<file path="src/rtl/captura_jogada.sv">
// captura_jogada: debounced single-button capture with per-jogada timeout
// and release wait, driven by an enable level from the game FSM.
module captura_jogada #(
    parameter int DEBOUNCE = 4,
    parameter int TIMEOUT  = 3000
) (
    input  logic       clock,
    input  logic       reset,
    input  logic [3:0] botoes,
    input  logic       habilita,
    input  logic       zera,
    output logic [3:0] jogada,
    output logic       jogada_feita,
    output logic       timeout,
    output logic [2:0] db_estado
);
    localparam int DW = $clog2(DEBOUNCE);
    localparam int TW = $clog2(TIMEOUT);

    typedef enum logic [2:0] {
        OCIOSO        = 3'd0,
        ESPERA_BOTAO  = 3'd1,
        FILTRA        = 3'd2,
        REGISTRA      = 3'd3,
        ESPERA_SOLTAR = 3'd4,
        ESGOTADO      = 3'd5
    } estado_t;

    estado_t       estado, proximo;
    logic [3:0]    cand, cand_n, jogada_n;
    logic [DW-1:0] db_cnt, db_n;
    logic [TW-1:0] to_cnt, to_n;
    logic          um_bit, db_fim, to_fim;

    assign um_bit = (botoes != 4'd0) && ((botoes & (botoes - 4'd1)) == 4'd0);
    assign db_fim = db_cnt == DW'(DEBOUNCE - 1);
    assign to_fim = to_cnt == TW'(TIMEOUT - 1);

    always_ff @(posedge clock or posedge reset) begin
        if (reset) begin
            estado <= OCIOSO;
            cand   <= '0;
            jogada <= '0;
            db_cnt <= '0;
            to_cnt <= '0;
        end else begin
            estado <= proximo;
            cand   <= cand_n;
            jogada <= jogada_n;
            db_cnt <= db_n;
            to_cnt <= to_n;
        end
    end

    // Timeout is tested before debounce completion so an expiring press never registers.
    always_comb begin
        proximo  = estado;
        cand_n   = cand;
        jogada_n = jogada;
        db_n     = db_cnt;
        to_n     = to_cnt;
        if (zera) begin
            proximo  = OCIOSO;
            jogada_n = '0;
            db_n     = '0;
            to_n     = '0;
        end else if (!habilita) begin
            proximo = OCIOSO;
        end else begin
            case (estado)
                OCIOSO: begin
                    proximo = ESPERA_BOTAO;
                    to_n    = '0;
                end
                ESPERA_BOTAO: begin
                    if (to_fim) proximo = ESGOTADO;
                    else begin
                        to_n = to_cnt + 1'b1;
                        if (um_bit) begin
                            cand_n  = botoes;
                            db_n    = '0;
                            proximo = FILTRA;
                        end
                    end
                end
                FILTRA: begin
                    if (to_fim) proximo = ESGOTADO;
                    else begin
                        to_n = to_cnt + 1'b1;
                        if (botoes != cand) proximo = ESPERA_BOTAO;
                        else if (db_fim) begin
                            proximo  = REGISTRA;
                            jogada_n = cand;
                        end else db_n = db_cnt + 1'b1;
                    end
                end
                REGISTRA: begin
                    proximo = ESPERA_SOLTAR;
                    db_n    = '0;
                end
                ESPERA_SOLTAR: begin
                    if (botoes != 4'd0) db_n = '0;
                    else if (db_fim) begin
                        proximo = ESPERA_BOTAO;
                        to_n    = '0;
                    end else db_n = db_cnt + 1'b1;
                end
                ESGOTADO: ;
                default: proximo = OCIOSO;
            endcase
        end
    end

    assign jogada_feita = estado == REGISTRA;
    assign timeout      = estado == ESGOTADO;
    assign db_estado    = estado;
endmodule

</file>
<file path="config.mk">
export PLATFORM = sky130hd
export DESIGN_NAME = captura_jogada
export DESIGN_NICKNAME = d
export VERILOG_FILES = /design/src/rtl/captura_jogada.sv
export SDC_FILE = /design/constraint.sdc
export NUM_CORES = 1
export LEC_CHECK = 0
export BUFFER_PORTS_ARGS = -buffer_cell sky130_fd_sc_hd__buf_2
export CAP_MARGIN = 20
export CORE_AREA = 2 2 77 79
export CTS_CLUSTER_DIAMETER = 60
export CTS_CLUSTER_SIZE = 24
export DETAILED_ROUTE_END_ITERATION = 10
export DIE_AREA = 0 0 79 81
export MAX_ROUTING_LAYER = met4
export PLACE_DENSITY_LB_ADDON = 0.08
export SYNTH_ARGS = -nofsm -noshare
export SYNTH_HDL_FRONTEND = slang
export SYNTH_SLANG_ARGS = --single-unit
</file>
<file path="constraint.sdc">
create_clock -name clock -period 3.2 [get_ports clock]
set_input_delay 0.16 -clock clock [delete_from_list [all_inputs] [get_ports clock]]
set_output_delay 0.16 -clock clock [all_outputs]
set_load 0.01 [all_outputs]
</file>
After elaboration in Yosys (flattened, before gate mapping):

Cells that the tools add are included.

* bits in registers: 25
* bits in latches: 0
* memory bits (writable): 0
* bits in read-only memories: 0
* input bits: 8
* output and inout port bits: 9
* word-level logic and storage cells: 79
* memories kept: 0

* $add $sub $neg: 3
* multipliers: 0
* divide/modulo/power cells: 0
* magnitude comparators: 0
* eq/ne operators: 22
* shift operators: 0
* multiplexer cells: 31
* bitwise operators: 3
* reduce and logical (&&, ||, !) cells: 15

Operators with widths (count)
* two-way mux 12 bit: 5
* one-hot mux 12 bit (3 select lines): 1
* two-way mux 3 bit: 9
* two-way mux 4 bit: 6
* != test 3 bit, second input constant: 8
* AND reduction 5 bit: 4
* one-hot mux 3 bit (6 select lines): 1
* two-way mux 2 bit: 8
* adder 12 x 1 -> 12 bit, second input constant: 1
* == test 12 bit, second input constant: 1
* != test 4 bit, second input constant: 2
* one-hot mux 2 bit (4 select lines): 1
* nonzero test 4 bit: 2
* == test 3 x 2 -> 1 bit, second input constant: 2
* == test 3 bit, second input constant: 2
* != test 6 bit, second input constant: 1
* AND reduction 6 bit: 1
* nonzero test 2 bit: 3
* != test 5 bit, second input constant: 1
* nonzero test 5 bit: 1
* bitwise AND 4 bit: 1
* logical NOT 4 bit: 1
* != test 2 bit, second input constant: 2
* != test 4 bit: 1
* 8 further kinds: 9

Longest topological paths before layout:

Gate-level depths: netlist (run 1).

* word-level depth: 9
* depth in mapped cells: 7
* gate-level depth less buffers: 6

Least setup slack after synthesis (run 1):

Ideal clock, no wire load.

* kind: reg-to-reg
* start: register to_cnt[0]
* end: register db_cnt[1]
* arrival time: 2.115 ns
* required time: 3.106 ns
* slack: 0.991 ns
* cell stages (with the launch flop): 8
* buffers on the path: 1
* path through: dfrtp_1 -> ha_1 -> nand4_2 -> or4_1 -> buf_2 -> a211o_1 -> and3_4 -> a221oi_2

* word-level cells in the longest chain between the ends: 3

RTL lines
* from (decl): line 32 `logic [TW-1:0] to_cnt, to_n;`
* from (signal assigned): line 51 `to_cnt <= to_n;`
* == test 12 bit (*): line 37 `assign to_fim = to_cnt == TW'(TIMEOUT - 1);`
* != test 3 bit (no source line)
* AND reduction 6 bit (no source line) (*)
* to (signal assigned): line 50 `db_cnt <= db_n;`
* to (decl): line 31 `logic [DW-1:0] db_cnt, db_n;`

Every way passes the cells marked *; elsewhere a longest branch is shown, timed or not.
A chain may end at the register's enable or synchronous reset.

Final worst setup path (run 1):

Same ends and word-level chain as after synthesis.

==> results of run 1 <==
## cell usage in the layout, fill, tap and decap left out, types with 3 or more instances in the layout
cell	Yosys	final
a211o_1	3	3
a21oi_1	6	6
a31oi_1	3	3
buf_2	1	16
clkbuf_8	0	3
dfrtp_1	25	25
inv_1	8	8
mux2_2	4	4
mux2i_1	5	5
nand2_1	9	9
nand2b_1	3	3
nand3_1	10	10
nand4_1	4	4
nor2_1	18	18
nor2b_1	4	4
o21ai_0	14	14
o31ai_1	9	9
o41ai_1	5	5
xnor2_1	5	5
## cell families (layout without fill, tap and decap cells)
group                    after synthesis  after routing  share of synthesized area [%]
adder cells (fa/ha/maj)                1              1                          0.799
flip-flops                            25             25                           39.9
AO/OA/AOI/OAI                         50             50                           22.3
XOR/XNOR                               6              6                           3.35
buffers and inverters                 17             32                           4.15
multiplexers                           9              9                           6.07
AND/OR/NAND/NOR                       66             66                           23.4
## cell type report
cell class	instances	area, sq um
Fill cell	616	3870
Sequential cell	25	626
Inverter	8	30.0
Multi-Input combinational cell	132	876
Tap cell	75	93.8
Timing Repair Buffer	20	133
Clock buffer	4	45.0
## synth_stat cells, types with 2 or more instances
master,instances
nor2_1,18
o41ai_1,5
xnor2_1,5
nand3_1,10
and2_1,2
o21ai_0,14
a211o_1,3
dfrtp_1,25
mux2_2,4
nor4_2,2
a21oi_1,6
nor4_1,2
mux2i_1,5
clkbuf_1,8
nor4b_1,2
or3_1,2
inv_1,8
nand2_1,9
o21a_1,2
nor2b_1,4
nor3_1,2
nand4_1,4
a31oi_1,3
o31ai_1,9
nand2b_1,3
## critical path, cell delays in order (launching register included)
cell      delay [ns]
dfrtp_1         0.44
ha_1            0.25
nand4_2         0.19
or4_1           0.73
a211o_1         0.35
and3_4          0.19
a221oi_2        0.25
## final timing paths
kind                       startpoint         end  slack, ns  depth (start not counted)
max in group asynchronous       reset   to_cnt[3]       2.38                          4
max reg2reg                 to_cnt[0]   db_cnt[1]       0.73                          6
min in group asynchronous       reset   to_cnt[7]       0.40                          3
min                              zera   db_cnt[1]       0.21                          2
min reg2reg                to_cnt[11]  to_cnt[11]       0.48                          1
max                         to_cnt[0]   db_cnt[1]       0.73                          6
## power groups by stage
| stage | Clock [mW] | Sequential (mW) | Combinational (mW) |
|---|---|---|---|
| CTS | 0.203 | 0.352 | 0.0937 |
| detailed placement | 0 | 0.358 | 0.0936 |
| floorplan | 0 | 0.351 | 0.0721 |
| finish | 0.194 | 0.351 | 0.0975 |
| global route | 0.212 | 0.356 | 0.109 |
| global placement | 0 | 0.357 | 0.0916 |
## routing by layer
layer  GRT usage, %  part of all wire [%]  up-vias  routed length, um
met2           21.6                    47       38               1830
met4           3.97                  0.59        0                 23
li1               -                     -      680                  -
met5              -                     0        -                  0
met3           1.44                   4.0        2                158
met1           19.0                    49      675               1900
## through the flow
| stage | hold WS (ns) | setup slack, ns | util [%] | cells | total power, mW |
|---|---|---|---|---|---|
| floorplan | 0.187 | 0.991 | - | 174 | 0.423 |
| global placement | 0.452 | 0.804 | 30.3 | 258 | 0.449 |
| detailed placement | 0.471 | 0.761 | 30.3 | 258 | 0.452 |
| CTS | 0.166 | 0.728 | 31.1 | 262 | 0.649 |
| global route | 0.228 | 0.544 | 31.8 | 264 | 0.677 |
| finish | 0.206 | 0.729 | 31.8 | 264 | 0.643 |
## flip-flops by register name, indices dropped and copies added (netlist names)
register,cells
to_cnt,12
db_cnt,2
db_estado,3
jogada,4
cand,4
==> results.sh, run 1 <==
export IMPL_cts_htree_levels=1
export IMPL_clock_skew_ns=0.00337
export IMPL_start_util_pct=27.6
export IMPL_vias_per_cell=5.28
export IMPL_wl_per_cell_um=14.8
export IMPL_dr_pass1_iters=4
export IMPL_ys_flop_type="dfrtp_1"
export IMPL_cap_violations=0
export IMPL_status="completed"
export IMPL_period_needed_ns=2.47
export IMPL_cts_max_path_buffers=2
export IMPL_grt_pass1_vias=1431
export IMPL_syn_inst=174
export IMPL_dieHeight_um=81
export IMPL_drive_gt1_share_pct=16.4
export IMPL_async_flop_share_pct=100
export IMPL_min_path_type="in -> reg"
export IMPL_crit_arrival_ns=2.66
export IMPL_crit_type="reg -> reg"
export IMPL_diodes=0
export IMPL_yosysTopAreaCell="dfrtp_1"
export IMPL_pwr_share_seq_pct=54.7
export IMPL_netlist_area_leader_share_pct=39.9
export IMPL_drv_slew=0
export IMPL_synth_seq_cells=25
export IMPL_finalHoldViolations=0
export IMPL_grt_total_usage_pct=13.8
export IMPL_postRouteAntennaNets=0
export IMPL_cts_sinks=25
export IMPL_rows=28
export IMPL_p_comb_share_pct=15.2
export IMPL_tns_ns=0
export IMPL_cts_resized=0
export IMPL_post_cts_setup_buffers=0
export IMPL_gp_routability_congestion=0.740
export IMPL_clock_latency_ns=0.27
export IMPL_cts_root_buffer="clkbuf_8"
export IMPL_tightest_slew_ns=0.694
export IMPL_design_core_area_sq_um=5680
export IMPL_fin_area_sq_um=1800
export IMPL_power_switching_mw=0.176
export IMPL_wirelength_um=3910
export IMPL_dp_hpwl_um=2880
export IMPL_vias=1395
export IMPL_path_max_fanout=9
export IMPL_p_int_mw=0.467
export IMPL_yosys_top_cells_area="dfrtp_1 40%, o21ai_0 4.5%, nor2_1 4.3%, o31ai_1 4.3%, mux2i_1 3.2%"
export IMPL_die_w_um=79
export IMPL_finalCritPeriodShare_pct=77.2
export IMPL_peakVddDrop_mv=0.138
export IMPL_crit_path_end_kind="flop"
export IMPL_dpl_instance_area_sq_um=1720
export IMPL_antenna_found_initial=0
export IMPL_ios=17
export IMPL_synth_distinct_cells=42
export IMPL_relSlewSlack_pct=53.3
export IMPL_synth_area_sq_um=1570
export IMPL_io_buffers=16
export IMPL_required_ns=3.39
export IMPL_numCtsBuffers=3
export IMPL_grt_ovfl_total=0
export IMPL_p_leak_nw=0.726
export IMPL_area_growth_synth_to_final_pct=15.1
export IMPL_startpoint_type="flop"
export IMPL_drtIter0Drc=94
export IMPL_clk_pin_slew_ns=0.09
export IMPL_drc_errors=0
export IMPL_ys_seq_area_share_pct=39.9
export IMPL_clkPwrFrac_pct=30.2
export IMPL_power_density_nw_per_um2=357
export IMPL_final_nets=199
export IMPL_synth_edf_count=0
export IMPL_fmax_mhz=405
export IMPL_yosysWarningCount=0
export IMPL_rsz0062_at_grt="no"
export IMPL_finalSetupViolCount=0
export IMPL_cts_hold_buf=0
export IMPL_grt_pass1_wl_um=6870
export IMPL_cts_tree="yes"
export IMPL_switching_share_pct=27.3
export IMPL_dieArea_sq_um=6400
export IMPL_synth_nets=183
export IMPL_synth_avg_cell_area_sq_um=9.00
export IMPL_grt_max_degree=26
(Power assumes the default switching activity.)
==> run 2, diff against run 1 <==
- clock period: 3.2 -> 2.14 ns (I/O delays scaled with it)
==> run 2 against run 1 <==
Net effect:
- power grew 56%
- final area up 8.7%
- first-iteration DRC count increased by 2.1%
- worst hold slack got worse by 0.059 ns
- setup slack worse by 0.71 ns
- via count increased by 4.4%
- clock power rose by 63%
- clock-buffer cell count fell by 1
- global-route usage barely moved
- clock skew up 0.00060 ns
- critical path type unchanged
- largest cell class unchanged
==> results.sh, run 2 (same netlist as run 1, synthesis figures left out) <==
export IMPL_cts_tree="yes"
export IMPL_cts_root_buffer="clkbuf_8"
export IMPL_final_util_pct=34.5
export IMPL_clock_skew_ns=0.00397
export IMPL_drive_gt1_share_pct=25.1
export IMPL_grt_busiest_layer="met2"
export IMPL_layout_common_cells="25 x dfrtp_1, 21 x buf_4, 18 x nor2_1"
export IMPL_crit_path_end_kind="flop"
export IMPL_wirelength_um=4080
export IMPL_max_stage_delay_ns=0.61
export IMPL_ios=17
export IMPL_power_mw=1.01
export IMPL_grt_pass1_wl_um=6760
export IMPL_numCtsBuffers=3
export IMPL_design_core_area_sq_um=5680
export IMPL_start_util_pct=27.6
export IMPL_drv_slew=0
export IMPL_tightest_slew_ns=0.877
export IMPL_clock_latency_ns=0.28
export IMPL_drtIter0Drc=96
export IMPL_grt_pass1_vias=1383
export IMPL_startpoint_type="flop"
export IMPL_wl_per_cell_um=14.5
export IMPL_crit_arrival_ns=2.31
export IMPL_finalCritPeriodShare_pct=99.0
export IMPL_cts_sinks=25
export IMPL_diodes=0
export IMPL_vias_per_cell=5.17
export IMPL_antenna_found_initial=0
export IMPL_largest_register_ffs=12
export IMPL_power_density_nw_per_um2=513
export IMPL_top_regs="to_cnt: 12 flops, cand: 4 flops, jogada: 4 flops"
export IMPL_period_needed_ns=2.12
export IMPL_clk_pin_slew_ns=0.10
export IMPL_vias=1457
export IMPL_cts_htree_levels=1
export IMPL_min_path_type="in -> reg"
export IMPL_dp_hpwl_um=2950
export IMPL_path_buf_inv=0
export IMPL_peakVddDrop_mv=0.218
export IMPL_hold_slack_ns=0.147
export IMPL_final_nets=217
export IMPL_fin_ws_ns=0.0205
export IMPL_grt_max_degree=26
export IMPL_final_cells=282
export IMPL_grt_total_usage_pct=13.8
export IMPL_crit_chain="ha_4 > nand4_4 > or4_4 > a211o_1 > and3_4 > a221oi_2"
export IMPL_drc_errors=0
export IMPL_path_max_fanout=7
export IMPL_rows=28
export IMPL_dieArea_sq_um=6400
export IMPL_regMostFlops="to_cnt"
export IMPL_pre_cts_ws_ns=0.0597
export IMPL_cts_max_path_buffers=2
export IMPL_relSlewSlack_pct=41.5
export IMPL_die_w_um=79
export IMPL_worst_path_max_delay_cell="or4_4"
export IMPL_finalHoldViolations=0
export IMPL_dp_cells=272
export IMPL_postRouteAntennaNets=0
export IMPL_layout_commonest_cell="dfrtp_1"
export IMPL_p_leak_nw=0.831
export IMPL_status="completed"
export IMPL_dieHeight_um=81
export IMPL_grt_ovfl_total=0
export IMPL_cap_violations=0
export IMPL_critPathTopFamily="simple AND/OR/NAND/NOR gates"
export IMPL_dr_pass1_iters=4
export IMPL_required_ns=2.33
export IMPL_met3_usage_pct=2.22
export IMPL_rsz0062_at_grt="yes"
export IMPL_io_buffers=16
export IMPL_area_growth_synth_to_final_pct=25.1
export IMPL_grt_util_met2_pct=22.5
export IMPL_met1_usage_pct=17.4
export IMPL_gp_routability_congestion=0.847
export IMPL_crit_type="reg -> reg"
export IMPL_finalSetupViolCount=0
export IMPL_fmax_mhz=472
run 2: cell types whose count changed in the layout (fill, tap and decap cells not counted), sizes merged:
cell / previous run / this run
buf: 19 / 37
clkbuf: 4 / 3
inv: 8 / 9
run 2: final cells by class:
class	count	area (sq um)
Sequential cell	25	626
Fill cell	619	3720
Timing Repair Buffer	38	248
Tap cell	75	93.8
Multi-Input combinational cell	132	912
Clock inverter	1	8.76
Inverter	8	30.0
Clock buffer	3	41.3
run 2: path summary, 6_finish.rpt:
path | depth (start not counted) | from | end | slack [ns]
min in group asynchronous | 4 | reset | jogada[2] | 0.41
max reg2reg | 6 | to_cnt[0] | db_cnt[1] | 0.02
max in group asynchronous | 4 | reset | to_cnt[10] | 1.47
min reg2reg | 1 | to_cnt[11] | to_cnt[11] | 0.50
max | 6 | to_cnt[0] | db_cnt[1] | 0.02
min | 2 | botoes[3] | cand[3] | 0.15
run 2: per-stage QoR:
stage	TNS, ns	area [sq um]
6_report	0	1960
5_1_grt	-0.0238	1960
4_1_cts	0	1910
3_5_place_dp	0	1850
3_3_place_gp	0	1850
2_1_floorplan	0	1600
run 2: what timing repair did:
| action | in CTS | in global routing |
|---|---|---|
| endpoints found under the hold margin | 25 | 0 |
| buffers inserted | 0 | 5 |
| setup endpoints to repair | 0 | 1 |
| gates resized for setup | 0 | 3 |
| hold buffers | 1 | 0 |
run 2: power by group:
part / internal, mW / leakage, nW / switching, mW
registers: 0.496 / 0.343 / 0.0248
logic: 0.0848 / 0.462 / 0.0846
clock network: 0.137 / 0.0261 / 0.179
total: 0.717 / 0.831 / 0.288
run 2: routing by layer:
layer | share of wire [%] | up-vias
met2 | 48 | 34
li1 | - | 723
met3 | 3.2 | 4
met4 | 1.0 | 0
met1 | 48 | 696
met5 | 0 | -
run 2: worst register-to-register path: stages (launching register included):
cell and delay, ns:
dfrtp_1 0.40, ha_4 0.17, nand4_4 0.07, or4_4 0.61, a211o_1 0.34, and3_4 0.19, a221oi_2 0.25
==> run 3, diff against run 2 <==
- GPL_TIMING_DRIVEN: not set -> 0
- SETUP_SLACK_MARGIN: not set -> 0.5
==> run 3 against run 2 <==
Net effect:
- global-route usage grew 0.66 points
- clock-buffer cell count unchanged
- register-to-register slack improved by 0.03 ns
- final area increased by 18%
- die area unchanged
- final cell count is 5.0% higher
- non-clock buffer count is 14 higher
- core utilization is 6.1 points higher
- largest power group unchanged
==> results.sh, run 3 (same netlist as run 1, synthesis figures left out) <==
export IMPL_drc_errors=0
export IMPL_cap_violations=0
export IMPL_diodes=0
export IMPL_grt_total_usage_pct=14.5
export IMPL_drv_slew=0
export IMPL_cp_startpoint="to_cnt[9]"
export IMPL_clk_pin_slew_ns=0.10
export IMPL_design_core_area_sq_um=5680
export IMPL_final_util_pct=40.6
export IMPL_grt_ovfl_total=0
export IMPL_dieHeight_um=81
export IMPL_crit_path_end_kind="flop"
export IMPL_path_max_fanout=7
export IMPL_crit_arrival_ns=2.29
export IMPL_dp_cells=263
export IMPL_min_from="botoes[3]"
export IMPL_top_regs="to_cnt: 12 flops, cand: 4 flops, jogada: 4 flops"
export IMPL_peakVddDrop_mv=0.236
export IMPL_cts_htree_levels=1
export IMPL_vias_per_cell=5.23
export IMPL_cts_max_path_buffers=2
export IMPL_grt_max_degree=26
export IMPL_period_needed_ns=2.09
export IMPL_layout_common_cells="20 x buf_4, 20 x dfrtp_1, 14 x nor2_1, 14 x buf_2, 9 x nand3_1"
export IMPL_clock_skew_ns=0.00655
export IMPL_cts_root_buffer="clkbuf_8"
export IMPL_reg2reg_from="to_cnt[9]"
export IMPL_r2r_cells=6
export IMPL_drtIter0Drc=67
export IMPL_postRouteAntennaNets=0
export IMPL_r2r_slack_ns=0.05
export IMPL_area_growth_synth_to_final_pct=47.2
export IMPL_regMostFlops="to_cnt"
export IMPL_fmax_mhz=478
export IMPL_final_nets=231
export IMPL_min_path_type="in -> reg"
export IMPL_ios=17
export IMPL_largest_register_ffs=12
export IMPL_wl_per_cell_um=15.7
export IMPL_min_path_cells=2
export IMPL_cts_tree="yes"
export IMPL_status="completed"
export IMPL_cts_sinks=25
export IMPL_tightest_slew_ns=0.669
export IMPL_drive_gt1_share_pct=41.6
export IMPL_dp_hpwl_um=2880
export IMPL_p_leak_nw=0.974
export IMPL_antenna_found_initial=0
export IMPL_dieArea_sq_um=6400
export IMPL_relSlewSlack_pct=55.0
export IMPL_clock_latency_ns=0.28
export IMPL_finalCritPeriodShare_pct=97.8
export IMPL_vias=1549
export IMPL_start_util_pct=27.6
export IMPL_power_density_nw_per_um2=446
export IMPL_numCtsBuffers=3
export IMPL_dr_pass1_iters=4
export IMPL_rsz0062_at_grt="yes"
export IMPL_finalHoldViolations=0
export IMPL_gp_routability_congestion=0.802
export IMPL_wirelength_um=4650
export IMPL_rows=28
export IMPL_grt_pass1_vias=1483
export IMPL_required_ns=2.33
export IMPL_die_w_um=79
export IMPL_grt_pass1_wl_um=7160
export IMPL_finalSetupViolCount=0
export IMPL_io_buffers=14
export IMPL_startpoint_type="flop"
export IMPL_crit_type="reg -> reg"
export IMPL_final_cells=296
## run 3: cell count changes in the layout (fill, tap and decap cells not counted), moves of 4 or more
cell and delta:
a21oi_1 -4, o21ai_0 -6, buf_6 +8, dfrtp_2 +5
nor2_1 -4, o21ai_1 +4, dfrtp_1 -5
## run 3: path summary, 6_finish.rpt
check,to
worst max register to register,db_cnt[1]
worst min-delay path,cand[3]
worst min register to register,to_cnt[11]
worst max-delay path,db_cnt[1]
max in group asynchronous,to_cnt[2]
min in group asynchronous,to_cnt[8]
## run 3: what timing repair did
item,in CTS,in global routing
resized for setup,29,32
hold endpoints to repair,0,9
buffers inserted,13,12
hold buffers,0,1
pin swaps,12,13
endpoints found under the setup margin,25,26
gates cloned,2,0
## run 3: area by class of cell
class	instances	area (sq um)
fillers	586	3370
multi-input cells	132	1100
flip-flops and latches	25	632
repair buffers	43	334
well taps	75	93.8
plain buffers	9	70.1
clock buffers	3	41.3
inverters	8	30.0
clock inverters	1	7.51
## run 3: per-stage QoR
stage                     setup WS (ns)  TNS, ns  hold slack (ns)  cell area (sq um)  power, mW
after floorplan                  0.0275        0            0.134               1620      0.648
after global placement           -0.222   -0.529            0.388               1790      0.687
after detailed placement         -0.226   -0.632            0.408               1790      0.690
after CTS                        0.0115        0           0.0943               2070       1.02
after global routing            -0.0334  -0.0388            0.138               2310       1.09
final                            0.0466        0            0.142               2310       1.03
## run 3: per-layer routing
layer  global-route usage (%)  vias to the layer above  part of all wire [%]  wire length [um]
li1                         -                      750                     -                 -
met1                     19.5                      771                    45              2110
met2                     23.4                       26                    51              2380
met3                     2.00                        2                   3.0               138
met4                     3.10                        0                  0.41                19
met5                        -                        -                     0                 0
## run 3: worst max-delay path, stage by stage (launching register included)
cell and delay (ns):
dfrtp_1 0.54, nand4b_1 0.20, or4_4 0.45, buf_6 0.14
a211o_1 0.27, and3_4 0.18, a221oi_2 0.23
## run 3: power breakdown
part | internal (mW) | switching (mW)
logic | 0.103 | 0.0981
clock network | 0.132 | 0.171
registers | 0.496 | 0.0283
